==> config.mk <==
export PLATFORM = sky130hd
export DESIGN_NAME = fifo_pull_stage
export DESIGN_NICKNAME = d
export VERILOG_FILES = /design/src/rtl/fifo_stream_pkg.sv /design/src/rtl/fifo_skid_buf.sv /design/src/rtl/fifo_pull_stage.sv
export SDC_FILE = /design/constraint.sdc
export NUM_CORES = 1
export LEC_CHECK = 0
export ABC_CLOCK_PERIOD_IN_PS = 3200
export BUFFER_PORTS_ARGS = -buffer_cell sky130_fd_sc_hd__buf_2
export CORE_MARGIN = 4
export CORE_UTILIZATION = 48
export CTS_BUF_LIST = sky130_fd_sc_hd__clkbuf_16
export CTS_CLUSTER_DIAMETER = 40
export DETAILED_ROUTE_END_ITERATION = 16
export GPL_ROUTABILITY_DRIVEN = 0
export PLACE_DENSITY = 0.75
export SLEW_MARGIN = 20
export SYNTH_ARGS = -nofsm -noshare
export SYNTH_HDL_FRONTEND = slang
export SYNTH_SLANG_ARGS = --single-unit
==> constraint.sdc <==
create_clock -name clk -period 3.2 [get_ports clk]
set_input_delay 0.96 -clock clk [delete_from_list [all_inputs] [get_ports clk]]
set_output_delay 0.96 -clock clk [all_outputs]
set_load 0.005 [all_outputs]
==> src/rtl/fifo_stream_pkg.sv <==
// Shared definitions for the fifo drain stream stage.
//   BUSW_DEF  - default data width, matching the fifo bus width
//   SKID_DEF  - default skid buffer depth
//   CNT_W_DEF - default transfer counter width
//   data_t    - one data word at the default width
//   ptr_width - skid buffer pointer width, $clog2(SKID), never below 1
//   occ_width - width needed to hold an occupancy of 0..SKID
package fifo_stream_pkg;

  localparam int BUSW_DEF  = 32;
  localparam int SKID_DEF  = 2;
  localparam int CNT_W_DEF = 16;

  typedef logic [BUSW_DEF-1:0] data_t;

  function automatic int ptr_width(input int skid);
    return (skid > 1) ? $clog2(skid) : 1;
  endfunction

  function automatic int occ_width(input int skid);
    return $clog2(skid + 1);
  endfunction

endpackage

==> src/rtl/fifo_skid_buf.sv <==
// Small circular register file that absorbs the fifo read latency.
// Ports:
//   clk     in   rising-edge clock
//   rst     in   asynchronous active-low reset, clears contents and pointers
//   wr_en   in   store wr_data at the write pointer
//   wr_data in   word to store
//   rd_en   in   retire the word at the read pointer (only when occ != 0)
//   rd_data out  word at the read pointer
//   occ     out  number of stored words, 0..SKID
module fifo_skid_buf
  import fifo_stream_pkg::*;
#(
  parameter int BUSW = BUSW_DEF,
  parameter int SKID = SKID_DEF,
  localparam int PTR_W = ptr_width(SKID),
  localparam int OCC_W = occ_width(SKID)
) (
  input  logic             clk,
  input  logic             rst,
  input  logic             wr_en,
  input  logic [BUSW-1:0]  wr_data,
  input  logic             rd_en,
  output logic [BUSW-1:0]  rd_data,
  output logic [OCC_W-1:0] occ
);

  logic [BUSW-1:0]  mem [SKID];
  logic [PTR_W-1:0] wr_ptr;
  logic [PTR_W-1:0] rd_ptr;

  // Pointers wrap explicitly so depths that are not a power of two work.
  function automatic logic [PTR_W-1:0] ptr_next(input logic [PTR_W-1:0] p);
    return (p == PTR_W'(SKID - 1)) ? '0 : p + 1'b1;
  endfunction

  // Storage, pointers and occupancy. Reset clears the contents too so no
  // stale word can surface on rd_data after reset.
  always_ff @(posedge clk or negedge rst) begin
    if (!rst) begin
      for (int i = 0; i < SKID; i++) begin
        mem[i] <= '0;
      end
      wr_ptr <= '0;
      rd_ptr <= '0;
      occ    <= '0;
    end else begin
      if (wr_en) begin
        mem[wr_ptr] <= wr_data;
        wr_ptr      <= ptr_next(wr_ptr);
      end
      if (rd_en) begin
        rd_ptr <= ptr_next(rd_ptr);
      end
      if (wr_en && !rd_en) begin
        occ <= occ + 1'b1;
      end else if (!wr_en && rd_en) begin
        occ <= occ - 1'b1;
      end
    end
  end

  assign rd_data = mem[rd_ptr];

endmodule

==> src/rtl/fifo_pull_stage.sv <==
// Drain stage for the fifo: pulls words with pull/empty/dataout and presents
// them on a valid/ready stream, sustaining one word per clock.
// Ports:
//   clk       in   rising-edge clock
//   rst       in   asynchronous active-low reset
//   empty     in   fifo empty flag (combinational from the fifo)
//   dataout   in   fifo read data, valid the clock after pull
//   pull      out  fifo read strobe
//   out_valid out  stream word available
//   out_ready in   consumer accepts the word
//   out_data  out  stream word
//   xfer_cnt  out  number of accepted stream words, wraps
module fifo_pull_stage
  import fifo_stream_pkg::*;
#(
  parameter int BUSW  = BUSW_DEF,
  parameter int SKID  = SKID_DEF,
  parameter int CNT_W = CNT_W_DEF
) (
  input  logic             clk,
  input  logic             rst,
  input  logic             empty,
  input  logic [BUSW-1:0]  dataout,
  output logic             pull,
  output logic             out_valid,
  input  logic             out_ready,
  output logic [BUSW-1:0]  out_data,
  output logic [CNT_W-1:0] xfer_cnt
);

  localparam int OCC_W = occ_width(SKID);
  localparam int SUM_W = OCC_W + 1;

  logic             inflight;
  logic             pop;
  logic [OCC_W-1:0] occ;
  logic [SUM_W-1:0] projected;

  assign out_valid = (occ != '0);
  assign pop       = out_valid & out_ready;

  // Occupancy once the in-flight word lands and this clock's pop retires.
  // Crediting the pop is what keeps a 2-entry buffer at full throughput.
  // pop implies occ >= 1, so the subtraction never underflows.
  assign projected = SUM_W'(occ) + SUM_W'(inflight) - SUM_W'(pop);
  assign pull      = rst & ~empty & (projected < SUM_W'(SKID));

  // Registered copy of pull: the fifo word arrives on dataout one clock later.
  always_ff @(posedge clk or negedge rst) begin
    if (!rst) begin
      inflight <= 1'b0;
    end else begin
      inflight <= pull;
    end
  end

  // Accepted-word counter, wraps naturally at 2^CNT_W.
  always_ff @(posedge clk or negedge rst) begin
    if (!rst) begin
      xfer_cnt <= '0;
    end else if (pop) begin
      xfer_cnt <= xfer_cnt + 1'b1;
    end
  end

  fifo_skid_buf #(
    .BUSW (BUSW),
    .SKID (SKID)
  ) u_buf (
    .clk     (clk),
    .rst     (rst),
    .wr_en   (inflight),
    .wr_data (dataout),
    .rd_en   (pop),
    .rd_data (out_data),
    .occ     (occ)
  );

  // The pull rule must keep a landing word from ever meeting a full buffer.
  a_no_overflow: assert property (@(posedge clk) disable iff (!rst)
                                  !(inflight && (occ == OCC_W'(SKID))));

  // An empty fifo is never read.
  a_no_empty_pull: assert property (@(posedge clk) disable iff (!rst)
                                    !(pull && empty));

endmodule

==> results.cfg <==
[floorplan]
initial_core_util = 0.502
die_h_um = 96.0
die_w_um = 96.0
rows = 31
core_area_sq_um = 7410
die-area_sq_um = 9220
ios = 86

[clock_network]
cts_buffers = 9
holdBufCountCts = 0
cts_tree = yes
clk_latency_ps = 330
h-tree-depth = 3
clockBufferDepth = 2
clock-sinks = 85
cts_root_buf = clkbuf_16
clk_pin_slew_worst_paths_ps = 60

[sta]
hold_violations = 0
maxSlewHeadroom = 0.620
worst_slew_pin_slew_ps = 571
period_minus_slack_ps = 3340
maxSlewViolCount = 0
max_freq_mhz = 299
worst_hold_slack_ps = 483
finClkSkew_ps = 7.31
rsz0062_at_grt = true
setup_slack_ps = -139
finalCritPeriodShare = 1.04
tns_ps = -139
finalSetupViolations = 1

[critical_path]
worstSetupPathType = in2out
r2r_setup_slack_ps = 1170
path_max_fanout = 2
crit_path_start_kind = input pin
worstPathRequired_ps = 2240
end_kind = output pin
worstPathArrival_ps = 2380

[global_route]
globalRoute.busiestLayer = met2
grt_usage = 0.167
grtUsageMet3 = 0.0430
grt_pass1_wl_mm = 11.6
grt_use_met2 = 0.270
grt-ovfl-total = 0
grt_max_degree = 47
grt_use_met1 = 0.210
grt_pass1_vias = 2435
antenna_found_initial = 0

[route]
via_count = 2320
drtAntennaViolNets = 0
drt_drc_violations_left = 0
drt_pass1_iterations = 4
drtIter0Drc = 85
routed_wl_mm = 7.20
wl_per_cell_um = 15.8
vias_per_cell = 5.09

[logic_synthesis]
netlist_area_sq_um = 3720
syn_inst = 259
yosysWarnings = 0
ys_seq_elements = 85
avgSynthCellArea_sq_um = 14.4
yosysUniqueCellTypes = 23
syn_nets = 299
synth_seq_area_share = 0.572

[run_status]
status = complete, but fails checks
violations = negative setup slack

[pwr]
pwr-share-seq = 0.391
leakage_nw = 2.23
p_per_area_nw_per_um2 = 1010
combPwrFrac = 0.366
p_switching_w = 0.00134
clkPwrFrac = 0.243
p_int_w = 0.00336
swShare = 0.285
vdd_ir_drop_max_mv = 0.495

[cells_and_area]
regArea_sq_um = 2130
area_delta_synth_final_pct = 25.8
antenna_cells = 0
fin_area_sq_um = 4680
n_fill_cell = 594
nets = 393
multi_input_area_sq_um = 1580
drive_above_1_share = 0.599

[flow_run]
drv_cap = 0

[worst_hold_path]
min_path_type = reg2reg

[placement]
port_buffers = 85
placed_cell_area_sq_um = 4310
dp_hpwl_mm = 4.95
==> worst max-delay path: stages <==
cell,delay [ps]
buf_6,90
o21ai_4,50
inv_2,70
ha_4,210
nand2b_4,140
fa_2,540
nand2_2,70
nor3_4,110
buf_2,130
==> sequential cells by signal, summed over array words and instances, names as in the netlist <==
| register | flops |
|---|---|
| inflight | 1 |
| u_buf.mem | 64 |
| u_buf.wr_ptr | 1 |
| u_buf.occ | 2 |
| u_buf.rd_ptr | 1 |
| xfer_cnt | 16 |
==> layer usage <==
layer,vias up,wire length (um)
li1,1089,-
met1,1166,3130
met2,57,3560
met3,8,404
met4,0,105
met5,-,0
==> power by group through the flow <==
stage / sequential (W) / clock [W] / combinational (W)
6_report: 0.00184 / 0.00114 / 0.00172
5_1_grt: 0.00190 / 0.00122 / 0.00189
4_1_cts: 0.00184 / 0.00117 / 0.00174
3_5_place_dp: 0.00185 / 0 / 0.00170
3_3_place_gp: 0.00182 / 0 / 0.00167
2_1_floorplan: 0.00177 / 0 / 0.00115
==> synth_stat cells <==
cell type	instances	share of area
nand4_1	2	0.0034
or4_1	1	0.0020
dfrtp_1	85	0.57
nand2b_1	1	0.0017
buf_1	5	0.0050
ha_1	3	0.010
nand2_1	13	0.013
nor2b_1	1	0.0017
buf_2	2	0.0027
mux2_1	2	0.0061
nor4_4	1	0.0057
inv_1	3	0.0030
mux2_2	94	0.28
nor3_1	3	0.0040
xnor2_1	11	0.026
xor2_1	10	0.024
o21ai_4	1	0.0044
and4_1	2	0.0047
or2_2	2	0.0034
fa_1	1	0.0054
clkbuf_1	5	0.0050
nor2_1	6	0.0061
nand3_1	5	0.0067
==> what timing repair did <==
action | 4_1_cts | 5_1_grt
setup buffers | 2 | 0
hold endpoints to repair | 0 | 0
pin swaps | 3 | 0
setup endpoints to repair | 1 | 1
resized for setup | 3 | 1
==> layout make-up <==
cell class	count	share of cell area
clock buffers	9	0.0481
inverters	3	0.00241
well taps	99	0.0265
flip-flops and latches	85	0.455
multi-input cells	159	0.337
clock inverters	6	0.0222
repair buffers	95	0.109
==> stage by stage <==
stage | worst slack (ps) | std cells | utilization | power, W
floorplan | 16.4 | 259 | - | 0.00292
global route | -205 | 456 | 0.631 | 0.00501
detailed placement | -197 | 439 | 0.581 | 0.00356
global placement | -161 | 439 | 0.581 | 0.00349
CTS | -134 | 456 | 0.631 | 0.00475
finish | -139 | 456 | 0.631 | 0.00470
==> cell families after synthesis <==
group | share of synthesized area
DFF | 0.572
xor gates and xnor gates | 0.0494
buffers and inverters | 0.0158
muxes | 0.291
AOI/OAI and AO/OA | 0.00437
and+or+nand+nor | 0.0525
adders and majority gates | 0.0155
==> path summary, 6_finish.rpt <==
check / from / end / cells after the start
setup / recovery: out_ready / pull / 9
setup reg to reg: u_buf.occ[1] / xfer_cnt[15] / 6
hold reg to reg: u_buf.mem[61] / u_buf.mem[61] / 1
hold / removal: u_buf.mem[61] / u_buf.mem[61] / 1
max in group asynchronous: rst / u_buf.rd_ptr / 3
min in group asynchronous: rst / u_buf.mem[9] / 2
==> layout by cell type (no fill, tap or decap) <==
cell type  netlist  layout
nor3_4           0       1
nand2_1         13      12
nor2b_4          0       1
inv_2            0       1
fa_2             0       1
ha_1             3       2
or4_1            1       1
nand2_2          0       1
nor3_1           3       2
nand2b_4         0       1
buf_4            0      11
xor2_1          10      10
ha_4             0       1
nor2_1           6       6
clkinv_2         0       2
and4_1           2       2
xnor2_1         11      11
or2_2            2       2
mux2_1           2       2
o21ai_4          1       1
nor4_4           1       1
buf_2            2      83
inv_1            3       3
nand4_1          2       2
clkbuf_16        0       9
dfrtp_1         85      85
nand3_1          5       5
buf_6            0       1
bufinv_16        0       3
mux2_2          94      94
No activity file was read; power rests on OpenSTA's default activity.
